### config.mk
export PLATFORM = sky130hd
export DESIGN_NAME = audio_frame_sequencer
export DESIGN_NICKNAME = d
export VERILOG_FILES = /design/src/rtl/audio_seq_pkg.sv /design/src/rtl/audio_seq_timer.sv /design/src/rtl/audio_frame_sequencer.sv
export SDC_FILE = /design/constraint.sdc
export NUM_CORES = 1
export LEC_CHECK = 0
export BUFFER_PORTS_ARGS = -buffer_cell sky130_fd_sc_hd__buf_2
export CORE_UTILIZATION = 45
export CTS_BUF_LIST = sky130_fd_sc_hd__clkbuf_4 sky130_fd_sc_hd__clkbuf_8
export DETAILED_ROUTE_END_ITERATION = 10
export GPL_TIMING_DRIVEN = 1
export PLACE_DENSITY_LB_ADDON = 0.3
export SLEW_MARGIN = 20
export SYNTH_ARGS = -nofsm -noshare
export SYNTH_HDL_FRONTEND = slang
export SYNTH_SLANG_ARGS = --single-unit
### constraint.sdc
create_clock -name lmmi_clk_i -period 3.5 [get_ports lmmi_clk_i]
set_input_delay 0.525 -clock lmmi_clk_i [delete_from_list [all_inputs] [get_ports lmmi_clk_i]]
set_output_delay 0.525 -clock lmmi_clk_i [all_outputs]
set_load 0.05 [all_outputs]
### src/rtl/audio_seq_pkg.sv
// Shared definitions for the audio frame sequencer: sequencer state
// encoding, default widths/timings and a counter-width helper.
package audio_seq_pkg;

  typedef enum logic [1:0] {
    SEQ_IDLE     = 2'd0,
    SEQ_WARMUP   = 2'd1,
    SEQ_WAIT_SMP = 2'd2,
    SEQ_RUN      = 2'd3
  } seq_state_e;

  localparam int unsigned DEF_DATA_W       = 24;
  localparam int unsigned DEF_PRE_SHIFT    = 3;
  localparam int unsigned DEF_WARMUP_CYC   = 64;
  localparam int unsigned DEF_FILT_TIMEOUT = 255;
  localparam int unsigned CODEC_WORD_W     = 32;

  // Bits needed to hold the values 0 .. limit-1 (never less than one bit).
  function automatic int unsigned cnt_width(input int unsigned limit);
    return (limit < 2) ? 1 : $clog2(limit);
  endfunction

endpackage

### src/rtl/audio_seq_timer.sv
// Cycle timer used for codec warm-up and filter watchdog.
// load clears the count; while count is high the timer advances once per
// cycle and raises expire on the LIMIT-th counted cycle.
module audio_seq_timer
  import audio_seq_pkg::*;
#(
  parameter int unsigned LIMIT = DEF_WARMUP_CYC
) (
  input  logic lmmi_clk_i,
  input  logic reset_n_i,
  input  logic load,
  input  logic count,
  output logic expire
);

  localparam int unsigned CW = cnt_width(LIMIT);

  logic [CW-1:0] cnt_reg;

  assign expire = count && (cnt_reg == CW'(LIMIT - 1));

  // Cycle counter: cleared on load, parks at its terminal value on expire.
  always_ff @(posedge lmmi_clk_i or negedge reset_n_i) begin
    if (!reset_n_i) begin
      cnt_reg <= '0;
    end else if (load) begin
      cnt_reg <= '0;
    end else if (count && !expire) begin
      cnt_reg <= cnt_reg + CW'(1);
    end
  end

endmodule

### src/rtl/audio_frame_sequencer.sv
// Audio frame sequencer: warms up the codecs, forwards each RX sample
// (shifted) to an external filter, returns the filter result to TX and
// flags dropped samples and filter timeouts.
// Optional build macro AUDIO_SEQ_OVF_CNT_EN adds a saturating 16-bit
// overrun+timeout counter on port ovf_cnt_o.
module audio_frame_sequencer
  import audio_seq_pkg::*;
#(
  parameter int unsigned DATA_W       = DEF_DATA_W,
  parameter int unsigned PRE_SHIFT    = DEF_PRE_SHIFT,
  parameter int unsigned WARMUP_CYC   = DEF_WARMUP_CYC,
  parameter int unsigned FILT_TIMEOUT = DEF_FILT_TIMEOUT
) (
  input  logic                     lmmi_clk_i,
  input  logic                     reset_n_i,
  input  logic                     enable_i,
  output logic                     conf_en_o,
  input  logic                     adc_valid_i,
  input  logic [31:0]              adc_data_i,
  output logic signed [DATA_W-1:0] filt_in_o,
  output logic                     filt_start_o,
  input  logic                     filt_done_i,
  input  logic signed [DATA_W-1:0] filt_out_i,
  output logic [31:0]              dac_data_o,
  output logic                     ch_o,
  output logic                     overrun_o,
`ifdef AUDIO_SEQ_OVF_CNT_EN
  output logic [15:0]              ovf_cnt_o,
`endif
  output logic                     timeout_o
);

  localparam logic [1:0] ST_IDLE     = SEQ_IDLE;
  localparam logic [1:0] ST_WARMUP   = SEQ_WARMUP;
  localparam logic [1:0] ST_WAIT_SMP = SEQ_WAIT_SMP;
  localparam logic [1:0] ST_RUN      = SEQ_RUN;

  localparam int TMR_WARM = 0;
  localparam int TMR_FILT = 1;

  logic [1:0]               state_reg, state_next;
  logic                     conf_en_reg, conf_en_next;
  logic signed [DATA_W-1:0] filt_in_reg, filt_in_next;
  logic                     filt_start_reg, filt_start_next;
  logic [31:0]              dac_reg, dac_next;
  logic                     ch_reg, ch_next;
  logic                     overrun_reg, overrun_next;
  logic                     timeout_reg, timeout_next;

  logic [1:0] tmr_load;
  logic [1:0] tmr_count;
  logic [1:0] tmr_expire;

  logic signed [DATA_W-1:0] smp_raw;
  logic signed [DATA_W-1:0] smp_shifted;
  logic [31:0]              dac_result;
  logic                     unused_adc_hi;

  // Only the low DATA_W bits of the codec word carry the sample.
  assign smp_raw       = adc_data_i[DATA_W-1:0];
  assign smp_shifted   = smp_raw >>> PRE_SHIFT;
  assign dac_result    = 32'(filt_out_i);
  assign unused_adc_hi = &{1'b0, adc_data_i};

  // One timer per timed state: index 0 times warm-up, index 1 the filter.
  generate
    for (genvar gi = 0; gi < 2; gi++) begin : g_tmr
      localparam logic [1:0]  TMR_ST    = (gi == TMR_WARM) ? ST_WARMUP : ST_RUN;
      localparam int unsigned TMR_LIMIT = (gi == TMR_WARM) ? WARMUP_CYC : FILT_TIMEOUT;

      assign tmr_count[gi] = (state_reg == TMR_ST);
      assign tmr_load[gi]  = ~tmr_count[gi];

      audio_seq_timer #(
        .LIMIT (TMR_LIMIT)
      ) u_timer (
        .lmmi_clk_i (lmmi_clk_i),
        .reset_n_i  (reset_n_i),
        .load       (tmr_load[gi]),
        .count      (tmr_count[gi]),
        .expire     (tmr_expire[gi])
      );
    end
  endgenerate

  // Next-state and next-output logic; enable_i low overrides everything.
  always_comb begin
    state_next      = state_reg;
    conf_en_next    = conf_en_reg;
    filt_in_next    = filt_in_reg;
    filt_start_next = 1'b0;
    dac_next        = dac_reg;
    ch_next         = ch_reg;
    overrun_next    = 1'b0;
    timeout_next    = 1'b0;
    if (!enable_i) begin
      state_next   = ST_IDLE;
      conf_en_next = 1'b0;
      dac_next     = '0;
      ch_next      = 1'b0;
    end else begin
      case (state_reg)
        ST_IDLE: state_next = ST_WARMUP;
        ST_WARMUP: begin
          if (tmr_expire[TMR_WARM]) begin
            state_next   = ST_WAIT_SMP;
            conf_en_next = 1'b1;
          end
        end
        ST_WAIT_SMP: begin
          if (adc_valid_i) begin
            filt_in_next    = smp_shifted;
            filt_start_next = 1'b1;
            ch_next         = ~ch_reg;
            state_next      = ST_RUN;
          end
        end
        ST_RUN: begin
          // A result arriving on the watchdog's last cycle still wins.
          if (filt_done_i) begin
            dac_next   = dac_result;
            state_next = ST_WAIT_SMP;
          end else if (tmr_expire[TMR_FILT]) begin
            dac_next     = '0;
            timeout_next = 1'b1;
            state_next   = ST_WAIT_SMP;
          end
          // Any sample arriving while busy is dropped; ch still toggles so
          // left/right parity follows the codec stream.
          if (adc_valid_i) begin
            overrun_next = 1'b1;
            ch_next      = ~ch_reg;
          end
        end
        default: state_next = ST_IDLE;
      endcase
    end
  end

  // State and output registers.
  always_ff @(posedge lmmi_clk_i or negedge reset_n_i) begin
    if (!reset_n_i) begin
      state_reg      <= ST_IDLE;
      conf_en_reg    <= 1'b0;
      filt_in_reg    <= '0;
      filt_start_reg <= 1'b0;
      dac_reg        <= '0;
      ch_reg         <= 1'b0;
      overrun_reg    <= 1'b0;
      timeout_reg    <= 1'b0;
    end else begin
      state_reg      <= state_next;
      conf_en_reg    <= conf_en_next;
      filt_in_reg    <= filt_in_next;
      filt_start_reg <= filt_start_next;
      dac_reg        <= dac_next;
      ch_reg         <= ch_next;
      overrun_reg    <= overrun_next;
      timeout_reg    <= timeout_next;
    end
  end

  assign conf_en_o    = conf_en_reg;
  assign filt_in_o    = filt_in_reg;
  assign filt_start_o = filt_start_reg;
  assign dac_data_o   = dac_reg;
  assign ch_o         = ch_reg;
  assign overrun_o    = overrun_reg;
  assign timeout_o    = timeout_reg;

`ifdef AUDIO_SEQ_OVF_CNT_EN
  logic [15:0] ovf_reg, ovf_next;
  logic [16:0] ovf_sum;

  // Overrun and timeout can land on the same cycle, so add both.
  always_comb begin
    ovf_sum = {1'b0, ovf_reg} + {16'd0, overrun_next} + {16'd0, timeout_next};
    if (!enable_i) begin
      ovf_next = '0;
    end else if (ovf_sum[16]) begin
      ovf_next = 16'hFFFF;
    end else begin
      ovf_next = ovf_sum[15:0];
    end
  end

  // Saturating event counter register.
  always_ff @(posedge lmmi_clk_i or negedge reset_n_i) begin
    if (!reset_n_i) begin
      ovf_reg <= '0;
    end else begin
      ovf_reg <= ovf_next;
    end
  end

  assign ovf_cnt_o = ovf_reg;
`endif

endmodule

==> results.md, run 1 <==
- Outcome: finished, final reports clean
- Finished Core Util: 57.8%
- Post-CTS sizing: 0
- TritonRoute pass-1 iters: 5
- Max reg flops: 24
- Synthesized instance count: 300
- Max Transition Viols Final: 0
- Clk_lat worst skew: 0.34 ns
- Post-synth top area share: around 50%
- Post-synthesis cell type count: 38
- WL/cell: 15.1 um
- Hold Path Class: input port to asynchronous set/reset pin
- Net switching power: ~460 uW
- Int Power: 1.29 mW
- Dpl ws: 1.22 ns
- Fill cells: between 600 and 700
- Cell Area, Synth: 0.00325 mm^2
- Clock network fraction of total power: 42.6%
- Remaining DRCs: 0
- Max VDD drop: approximately 0.21 mV
- Final Hold Fails: 0
- Synth top area cells: dfrtp_1 (51%), mux2_4 (8.8%), a32o_1 (7.7%)
- #FFs+latches synth: 66
- Fraction of registers with async set/reset: 100%
- RR Endpoint: dac_data_o[9]
- Area taken by multi-input logic gates: about 0.0013 mm^2
- I/O Pins: 122
- Post-synth EDFFs: 0
- Pwr/cell area: 439 mW/mm^2
- Register Area: 0.00165 mm^2
- Initial core utilization: 47.1%
- Vias: 2620
- Post-synth top area cell: dfrtp_1
- NumNets Final: approximately 450
- Initial antenna violation count: 0
- RSZ-0062 raised after global routing: no
- Design area: 0.00399 mm^2
- Synth Area per Inst: 10.8 um^2
- Antenna cells: 0
- TritonCTS buffer count: 9
- Combinational Power Share: between 10% and 20%
- Placed Cells incl. Taps: around 480
- F_max: 430 MHz
- Gr ovfl total: 0
- Setup CP Type: flop to flop
- Post-CTS Hold Fix Bufs: 0
- Crit. End Element: flop
- Area grow syn2layout: 22.7%
- Core Area: 0.00691 mm^2
- Switch share: about a quarter
- Clock-pin slew on the worst setup and hold paths: 0.08 ns
- CTS tree: yes
- R2R depth: 5
- Reg2reg start: g_tmr[1].u_timer.cnt_reg[0]
- CTS Root Cell: clkbuf_8
- Ys Warns: 0
- Worst Path Max Fanout: 29
- Worst EP arrival: 2.55 ns
- Final RePlAce weighted congestion: ~0.76
- CP required: 3.73 ns
- WL final: 7410 um
- Number of global-route vias before repair: 2495
- Final setup fails: 0
- Die Span Y: 87.0 um
- Final period utilization: approximately 66%
- Reg power frac: between 40% and 50%
- Via density: 5.34
- Detailed router's first-iteration violation count: about 180
- Setup TNS: 0 ns
- Actual slew at the worst max-slew pin: 1.04 ns
- R2R Setup Slk: between 1 and 1.5 ns
- Top-count cell post-synth: dfrtp_1
- Setup WS post-layout: ~1.2 ns
- Die W: about 87 um
- Port-buffer cells: between 100 and 150
- # Post-CTS Setup Buffers: 0
- H-tree depth reported by CTS: 3
- Die area: approximately 0.0076 mm^2
- CTS sink cnt: 66
- Clock Skews: 0.00805 ns
- Num rows: 30
- Top FF cell, synth: dfrtp_1
- Final min period: 2.33 ns
- Max-cap viol count: 0
- Layout cell share with drive strength beyond 1: 39.2%
- DP HPWL: 4900 um
- Most frequent cells after synthesis: dfrtp_1 (66), o21ai_0 (31), inv_1 (30)
- Rel. slew slack: 30.5%
- Antenna-violating nets left: 0
- Cell leakage power: 2.04 nW
- Largest net degree at the start of global routing: 67
- Final non-filler cell total: 491
- Startpoint Class: flop
- Synthesized Nets: 364
- Placed cell area: approximately 0.0038 mm^2
- GR Util All Layers: 20.2%
- Share of the yosys chip area belonging to registers: 50.7%
- First-pass GRT wire length: 11800 um
- CTS Buffer Depth: 2
-- power by group through the flow --
stage	sequential, mW	clock [mW]	combinational (mW)
after global placement	0.814	0	0.205
after CTS	0.801	0.757	0.208
final	0.801	0.747	0.206
after detailed placement	0.815	0	0.207
after global routing	0.804	0.797	0.220
after floorplan	0.881	0	0.0658
-- cells by family after synthesis --
kind of cell / Yosys count / synth area share [%]
AOI/OAI and AO/OA: 73 / 16.0
xor gates and xnor gates: 3 / 0.808
adders and majority gates: 3 / 1.15
buffers and inverters: 67 / 10.1
DFF: 66 / 50.7
muxes: 23 / 10.1
and+or+nand+nor: 65 / 11.1
-- final cells by class --
type,count,area share (%)
multi-input cells,167,32.0
repair buffers,116,14.9
inverters,30,2.82
well taps,96,3.01
flip-flops and latches,66,41.4
clock buffers,11,3.79
clock inverters,5,2.13
-- critical path: stages (launching register included) --
cell     delay (ns)
dfrtp_1        0.44
inv_1          0.12
ha_1           0.20
and3_1         0.28
nand2_1        0.64
a32o_1         0.53
-- through the flow --
step	hold slack, ns	total power [mW]
after floorplan	0.229	0.947
after global placement	0.474	1.02
after detailed placement	0.487	1.02
after CTS	0.395	1.77
after global routing	0.395	1.82
final	0.355	1.75
-- cells in the final DEF (no fill, tap or decap), types with 2 or more instances in the layout --
cell	n
nand2_1	15
nand2b_1	2
ha_1	3
bufinv_16	2
dfrtp_1	66
clkbuf_8	11
mux2_4	19
a21oi_1	6
nor2_1	2
inv_1	30
mux2_2	2
and3_1	3
buf_4	6
a211oi_1	2
buf_2	110
nand3_1	6
xor2_1	2
mux2i_1	2
and2_1	2
o21ai_0	31
a32o_1	25
a31oi_1	3
nand4_1	26
a21boi_0	2
-- per-layer routing --
metal / part of all wire (%) / GRT usage, % / vias to the layer above
li1: - / - / 1254
met1: 44 / 26.7 / 1268
met2: 49 / 32.2 / 92
met3: 5.7 / 4.17 / 6
met4: 0.76 / 9.09 / 0
met5: 0 / 0 / -
-- how the worst max path moves through the flow --
stage | start | end | slack (ns) | cells past startpoint
global route | g_tmr[1].u_timer.cnt_reg[0] | dac_data_o[8] | 1.07 | 5
CTS | g_tmr[1].u_timer.cnt_reg[0] | dac_data_o[1] | 1.22 | 5
global placement | g_tmr[1].u_timer.cnt_reg[0] | dac_data_o[5] | 1.24 | 5
detailed placement | g_tmr[1].u_timer.cnt_reg[0] | dac_data_o[9] | 1.22 | 5
finish | g_tmr[1].u_timer.cnt_reg[0] | dac_data_o[9] | 1.17 | 5
floorplan | g_tmr[1].u_timer.cnt_reg[0] | dac_data_o[17] | 1.80 | 8
No activity file was read; power rests on OpenSTA's default activity.
==> inputs of run 2 (changes only) <==
--- a/config.mk
+++ b/config.mk
@@ -5,6 +5,7 @@
 export SDC_FILE = /design/constraint.sdc
 export NUM_CORES = 1
 export LEC_CHECK = 0
+export ABC_AREA = 1
 export BUFFER_PORTS_ARGS = -buffer_cell sky130_fd_sc_hd__buf_2
 export CORE_UTILIZATION = 45
 export CTS_BUF_LIST = sky130_fd_sc_hd__clkbuf_4 sky130_fd_sc_hd__clkbuf_8
==> constraint.sdc (replaced) <==
create_clock -name lmmi_clk_i -period 2.05 [get_ports lmmi_clk_i]
set_input_delay 0.3075 -clock lmmi_clk_i [delete_from_list [all_inputs] [get_ports lmmi_clk_i]]
set_output_delay 0.3075 -clock lmmi_clk_i [all_outputs]
set_load 0.05 [all_outputs]
==> run 2 against run 1 <==
Against the previous run: synthesized cell count increased by 11%; hold slack lost 0.19 ns; clock-buffer cell count stayed put; area after synthesis is 7.9% lower; utilization is 0.088 points higher; combinational power rose to 9.5 times the previous value; sequential share of layout area is 3.3 points higher; highest routed layer unchanged; via count about the same; final area down 7.4%; first-iteration DRC count is 11% lower; die area down 7.7%.
==> results.md, run 2 <==
- Commonest cells after routing, fill and taps aside: nand2_1 (112), buf_2 (110), dfrtp_1 (66), nand3_1 (30), nand4_1 (26) (was buf_2 (110), dfrtp_1 (66), o21ai_0 (31), inv_1 (30), nand4_1 (26))
- F_max: 562 MHz (was 430 MHz)
- Post-synth top area share: 55.1% (was 50.7%)
- Final period utilization: 86.8% (was 66.4%)
- Hold Path Class: input port to flop (was input port to asynchronous set/reset pin)
- Startpoint Class: flop (unchanged)
- CTS sink cnt: 66 (unchanged)
- Remaining DRCs: 0 (unchanged)
- Final setup fails: 0 (unchanged)
- NumNets Final: 497 (was 454)
- Max Transition Viols Final: 0 (unchanged)
- Share of the yosys chip area belonging to registers: 55.1% (was 50.7%)
- Most common cell after layout, fill and taps aside: nand2_1 (was buf_2)
- Cell leakage power: 2.14 nW (was 2.04 nW)
- WL final: 6670 um (was 7410 um)
- Post-synthesis cell type count: 29 (was 38)
- Final RePlAce weighted congestion: 0.783 (was 0.758)
- Max-cap viol count: 0 (unchanged)
- Pwr/cell area: 1260 mW/mm^2 (was 439 mW/mm^2)
- Top-count cell post-synth: nand2_1 (was dfrtp_1)
- Port-buffer cells: 110 (unchanged)
- Rel. slew slack: 58.8% (was 30.5%)
- Clk_lat worst skew: 0.34 ns (about the same)
- Top FF cell, synth: dfrtp_1 (unchanged)
- Crit. End Element: flop (unchanged)
- Fill cells: 583 (was 613)
- GR Util All Layers: 21.2% (was 20.2%)
- Number of global-route vias before repair: 2602 (was 2495)
- Clock Skews: 0.00796 ns (was 0.00805 ns)
- Post-CTS sizing: 0 (unchanged)
- Core Area: 0.00639 mm^2 (was 0.00691 mm^2)
- First-pass GRT wire length: 11700 um (was 11800 um)
- CTS Root Cell: clkbuf_8 (unchanged)
- CP max-delay cell: dfrtp_1 (was nand2_1)
- WL/cell: 13.0 um (was 15.1 um)
- CP max stage delay: 0.39 ns (was 0.64 ns)
- Synth Area per Inst: 9.00 um^2 (was 10.8 um^2)
- Outcome: finished, final reports clean (unchanged)
- Clock-pin slew on the worst setup and hold paths: 0.07 ns (was 0.08 ns)
- Crit path cell chain: inv_1, ha_1, nand2_1, nor2_1, nand2_4, clkinv_4, nand2_2, nand3_1, nand2_1 (was inv_1, ha_1, and3_1, nand2_1, a32o_1)
- Synth top area cells: dfrtp_1 (55%), nand2_1 (14%), nand4_1 (5.4%) (was dfrtp_1 (51%), mux2_4 (8.8%), a32o_1 (7.7%))
- Dpl ws: 0.263 ns (was 1.22 ns)
- Worst Path Max Fanout: 29 (unchanged)
- Setup TNS: 0 ns (unchanged)
- Setup CP Type: flop to flop (unchanged)
- Initial core utilization: 46.9% (was 47.1%)
- Synthesized instance count: 333 (was 300)
- Num rows: 29 (was 30)
- Die Span Y: 83.6 um (was 87.0 um)
- Post-synth EDFFs: 0 (unchanged)
- Most frequent cells after synthesis: nand2_1 (112), dfrtp_1 (66), nand3_1 (30) (was dfrtp_1 (66), o21ai_0 (31), inv_1 (30))
- CP required: 2.27 ns (was 3.73 ns)
- RSZ-0062 raised after global routing: no (unchanged)
- Max reg flops: 24 (unchanged)
- Worst EP arrival: 2.00 ns (was 2.55 ns)
- Ys Warns: 0 (unchanged)
- Via density: 5.10 (was 5.34)
- Gr ovfl total: 0 (unchanged)
- H-tree depth reported by CTS: 3 (unchanged)
- I/O Pins: 122 (unchanged)
- Cell Area, Synth: 0.00300 mm^2 (was 0.00325 mm^2)
- Max VDD drop: 1.33 mV (was 0.206 mV)
- Synthesized Nets: 397 (was 364)
- Die area: 0.00699 mm^2 (was 0.00758 mm^2)
- #FFs+latches synth: 66 (unchanged)
- Final Hold Fails: 0 (unchanged)
- DP HPWL: 4520 um (was 4900 um)
- Largest net degree at the start of global routing: 44 (was 67)
- Post-synth top area cell: dfrtp_1 (unchanged)
- Vias: 2618 (was 2620)
- Fraction of registers with async set/reset: 100% (unchanged)
- Final min period: 1.78 ns (was 2.33 ns)
- Die W: 83.6 um (was 87.0 um)
- CTS tree: yes (unchanged)
- CTS Buffer Depth: 2 (unchanged)
- Setup WS post-layout: 0.271 ns (was 1.17 ns)
- Actual slew at the worst max-slew pin: 0.615 ns (was 1.04 ns)
- Antenna cells: 0 (unchanged)
- Area grow syn2layout: 23.4% (was 22.7%)
- TritonRoute pass-1 iters: 4 (was 5)
- Initial antenna violation count: 0 (unchanged)
- Crit-path most repeated cell: nand2_1
- Detailed router's first-iteration violation count: 162 (was 183)
- TritonCTS buffer count: 9 (unchanged)
- Layout cell share with drive strength beyond 1: 33.9% (was 39.2%)
- Antenna-violating nets left: 0 (unchanged)
==> run 2: cell types whose count changed after synthesis, sizes merged, moves of 10 or more <==
cell    delta
nand2    +100
nand3     +30
a32o      -25
o21ai     -22
mux2      -21
inv       -14
nor2      +12
clkbuf    -10
==> run 2: area by class of cell <==
cell class	instances	area, um^2	area share [%]
clock inverters	3	17.5	0.474
inverters	17	68.8	1.86
flip-flops and latches	66	1650	44.7
clock buffers	11	145	3.93
multi-input cells	221	1090	29.5
repair buffers	118	626	16.9
well taps	77	96.3	2.61
==> run 2: path summary, 6_finish.rpt <==
check	start	endpoint	slack, ns	cells after the start
max in group asynchronous	reset_n_i	g_tmr[0].u_timer.cnt_reg[0]	0.94	3
min reg2reg	ch_o	ch_o	0.45	1
min in group asynchronous	reset_n_i	g_tmr[0].u_timer.cnt_reg[1]	0.50	2
min	adc_data_i[13]	filt_in_o[10]	0.16	3
max	g_tmr[1].u_timer.cnt_reg[0]	dac_data_o[10]	0.27	9
max reg2reg	g_tmr[1].u_timer.cnt_reg[0]	dac_data_o[10]	0.27	9
==> run 2: critical path: cells and delay by family, from the launching register on <==
family / cells / cell delay [ns]
buffers and inverters: 2 / 0.15
DFF: 1 / 0.39
adders and majority gates: 1 / 0.15
and+or+nand+nor: 6 / 0.96
==> run 2: through the flow <==
step           instance area [um^2]  power, mW  cells  util, %  hold slack [ns]
2_1_floorplan                  3000       3.31    333        -           0.0119
3_3_place_gp                   3520       3.72    498     55.2            0.332
3_5_place_dp                   3520       3.75    498     55.2            0.333
4_1_cts                        3700       4.70    513     57.9            0.144
5_1_grt                        3700       4.94    513     57.9            0.151
6_report                       3700       4.67    513     57.9            0.160
==> run 2: power breakdown <==
group          internal (mW)  switching [mW]
clock network          0.468           0.470
logic                  0.429            1.53
registers               1.59           0.181
total                   2.49            2.18
==> run 2: what timing repair did <==
action / in CTS / in global routing
setup buffers: 0 / 0
endpoints found under the hold margin: 23 / 0
hold buffers: 1 / 0
==> run 2: layer usage <==
metal	share of wire [%]	wire length, um	up-vias	GRT usage [%]
met3	7.3	490	13	7.22
met2	46	3030	92	33.9
met1	45	3020	1231	26.1
met4	1.8	123	0	9.40
met5	0	0	-	0
li1	-	-	1282	-
==> run 2: cells by family after synthesis <==
group	count (synthesis)	share of synthesized area [%]
and+or+nand+nor	196	30.5
DFF	66	55.1
buffers and inverters	46	8.43
AOI/OAI and AO/OA	21	4.38
adders and majority gates	3	1.25
xor gates and xnor gates	1	0.292
==> inputs of run 3 (changes only) <==
--- a/config.mk
+++ b/config.mk
@@ -7,7 +7,9 @@
 export LEC_CHECK = 0
 export ABC_AREA = 1
 export BUFFER_PORTS_ARGS = -buffer_cell sky130_fd_sc_hd__buf_2
-export CORE_UTILIZATION = 45
+export CELL_PAD_IN_SITES_DETAIL_PLACEMENT = 1
+export CELL_PAD_IN_SITES_GLOBAL_PLACEMENT = 1
+export CORE_UTILIZATION = 32
 export CTS_BUF_LIST = sky130_fd_sc_hd__clkbuf_4 sky130_fd_sc_hd__clkbuf_8
 export DETAILED_ROUTE_END_ITERATION = 10
 export GPL_TIMING_DRIVEN = 1
==> run 3 against run 2 <==
Against the previous run: utilization shrank 16 points; clock skew grew 0.00084 ns; sequential share of layout area shrank 0.82 points; non-clock buffer count is the same; highest routed layer unchanged; largest cell class unchanged; die area grew 40%.
==> results.md, run 3 (same netlist as run 2, synthesis figures left out) <==
- CTS tree: yes (unchanged)
- H-tree depth reported by CTS: 3 (unchanged)
- Register Area: 0.00165 mm^2 (unchanged)
- Number of global-route vias before repair: 2654 (was 2602)
- Clock Skews: 0.00880 ns (was 0.00796 ns)
- CTS Buffer Depth: 2 (unchanged)
- DP HPWL: 5280 um (was 4520 um)
- Reg2reg start: g_tmr[1].u_timer.cnt_reg[0] (unchanged)
- Reg power frac: 36.7% (was 38.0%)
- Commonest cells after routing, fill and taps aside: nand2_1 (112), buf_2 (110), dfrtp_1 (66), nand3_1 (30), nand4_1 (26) (unchanged)
- Antenna-violating nets left: 0 (unchanged)
- Area grow syn2layout: 25.7% (was 23.4%)
- Final non-filler cell total: 545 (was 513)
- R2R depth: 8 (was 9)
- Setup TNS: 0 ns (unchanged)
- Most common cell after layout, fill and taps aside: nand2_1 (unchanged)
- Net switching power: 2.20 mW (was 2.18 mW)
- Outcome: finished, final reports clean (unchanged)
- Clock-pin slew on the worst setup and hold paths: 0.07 ns (about the same)
- Crit path cell chain: inv_1, ha_1, nand2_1, nor2_1, nand2_4, clkinv_4, nand2_2, o21ai_0 (was inv_1, ha_1, nand2_1, nor2_1, nand2_4, clkinv_4, nand2_2, nand3_1, nand2_1)
- Startpoint Class: flop (unchanged)
- Die area: 0.00976 mm^2 (was 0.00699 mm^2)
- Setup CP Type: flop to flop (unchanged)
- GR Util All Layers: 16.6% (was 21.2%)
- Worst EP arrival: 2.07 ns (was 2.00 ns)
- Largest net degree at the start of global routing: 67 (was 44)
- CP max stage delay: 0.40 ns (was 0.39 ns)
- Clk_lat worst skew: 0.33 ns (was 0.34 ns)
- Stages on worst setup path: 8 (was 9)
- Final Hold Fails: 0 (unchanged)
- NumNets Final: 497 (unchanged)
- Critical Path Sink: g_tmr[1].u_timer.cnt_reg[0] (was dac_data_o[10])
- Final period utilization: 89.4% (was 86.8%)
- Crit path launch: g_tmr[1].u_timer.cnt_reg[0] (unchanged)
- First-pass GRT wire length: 12800 um (was 11700 um)
- Worst Path Max Fanout: 29 (unchanged)
- Finished Core Util: 42.4% (was 57.9%)
- Dpl ws: 0.210 ns (was 0.263 ns)
- Core Area: 0.00889 mm^2 (was 0.00639 mm^2)
- # Post-CTS Setup Buffers: 0 (unchanged)
- Actual slew at the worst max-slew pin: 0.657 ns (was 0.615 ns)
- Pwr/cell area: 1280 mW/mm^2 (was 1260 mW/mm^2)
- Antenna cells: 0 (unchanged)
- CP Buf/Inv Count: 2 (unchanged)
- Combinational Power Share: 40.9% (was 41.9%)
- Cell leakage power: 2.16 nW (was 2.14 nW)
- Final min period: 1.83 ns (was 1.78 ns)
- TritonRoute pass-1 iters: 4 (unchanged)
- Port-buffer cells: 110 (unchanged)
- Gr ovfl total: 0 (unchanged)
- R2R Setup Slk: 0.22 ns (was 0.27 ns)
- Via density: 4.84 (was 5.10)
- Max reg flops: 24 (unchanged)
- Remaining DRCs: 0 (unchanged)
- Int Power: 2.63 mW (was 2.49 mW)
- Num rows: 34 (was 29)
- Layout cell share with drive strength beyond 1: 34.1% (was 33.9%)
- CP required: 2.28 ns (was 2.27 ns)
- CP max-delay cell: dfrtp_1 (unchanged)
- Design area: 0.00377 mm^2 (was 0.00370 mm^2)
- Area taken by multi-input logic gates: 0.00109 mm^2 (unchanged)
- Placed cell area: 0.00356 mm^2 (was 0.00352 mm^2)
- Fill cells: 1083 (was 583)
- TritonCTS buffer count: 9 (unchanged)
- F_max: 546 MHz (was 562 MHz)
- Switch share: 45.5% (was 46.7%)
- Die W: 98.8 um (was 83.6 um)
- Hold Path Class: input port to flop (unchanged)
- Max VDD drop: 0.822 mV (was 1.33 mV)
- Vias: 2637 (was 2618)
- CTS Root Cell: clkbuf_8 (unchanged)
- WL final: 7590 um (was 6670 um)
- Die Span Y: 98.8 um (was 83.6 um)
- Rel. slew slack: 56.1% (was 58.8%)
- Final RePlAce weighted congestion: 0.729 (was 0.783)
- CP top delay family: simple AND/OR/NAND/NOR gates (unchanged)
- CTS sink cnt: 66 (unchanged)
- Initial core utilization: 33.7% (was 46.9%)
- Placed Cells incl. Taps: 529 (was 498)
- Initial antenna violation count: 0 (unchanged)
- Max-cap viol count: 0 (unchanged)
- Pwr Total: 4.83 mW (was 4.67 mW)
- RSZ-0062 raised after global routing: no (unchanged)
- Setup WS post-layout: 0.217 ns (was 0.271 ns)
- I/O Pins: 122 (unchanged)
- Clock network fraction of total power: 22.4% (was 20.1%)
- RR Endpoint: g_tmr[1].u_timer.cnt_reg[0] (was dac_data_o[10])
- WL/cell: 13.9 um (was 13.0 um)
- Max Transition Viols Final: 0 (unchanged)
- Hold slack: 0.168 ns (was 0.160 ns)
- Crit. End Element: flop (unchanged)
- Detailed router's first-iteration violation count: 119 (was 162)
- Final setup fails: 0 (unchanged)
-- run 3: final cells by class --
| type | instances | area share [%] |
|---|---|---|
| Sequential cell | 66 | 43.9 |
| Inverter | 17 | 1.83 |
| Clock inverter | 3 | 1.06 |
| Multi-Input combinational cell | 221 | 29.0 |
| Tap cell | 108 | 3.59 |
| Clock buffer | 12 | 4.05 |
| Timing Repair Buffer | 118 | 16.6 |
-- run 3: timing repair --
item                                    CTS  global route
endpoints found under the setup margin    0             0
endpoints found under the hold margin     5             0
hold buffers                              1             0
resized for setup                         0             0
-- run 3: power groups by stage --
stage          logic, mW  registers (mW)  clock network (mW)
2_1_floorplan      0.643            2.67                   0
3_3_place_gp        1.97            1.78                   0
3_5_place_dp        2.00            1.79                   0
4_1_cts             2.00            1.77                1.12
5_1_grt             2.12            1.81                1.18
6_report            1.97            1.77                1.08
-- run 3: metal layers --
layer / vias to the layer above / global-route usage [%] / wire (um)
met3: 7 / 5.32 / 567
met5: - / 0 / 0
met2: 87 / 26.9 / 3530
met1: 1263 / 20.7 / 3430
li1: 1280 / - / -
met4: 0 / 6.08 / 75
-- run 3: worst min-delay path by stage --
stage                                end  cells after the start           from  slack, ns
after floorplan                     ch_o                      0      reset_n_i       0.01
after global placement    dac_data_o[30]                      2      reset_n_i       0.36
after detailed placement  dac_data_o[30]                      2      reset_n_i       0.36
after CTS                   filt_in_o[3]                      3  adc_data_i[6]       0.15
after global routing        filt_in_o[3]                      3  adc_data_i[6]       0.16
final                       filt_in_o[3]                      3  adc_data_i[6]       0.17
-- run 3: tightest hold or removal path: stages --
cell     delay (ns)
buf_2          0.07
nand2_1        0.04
nand2_1        0.04
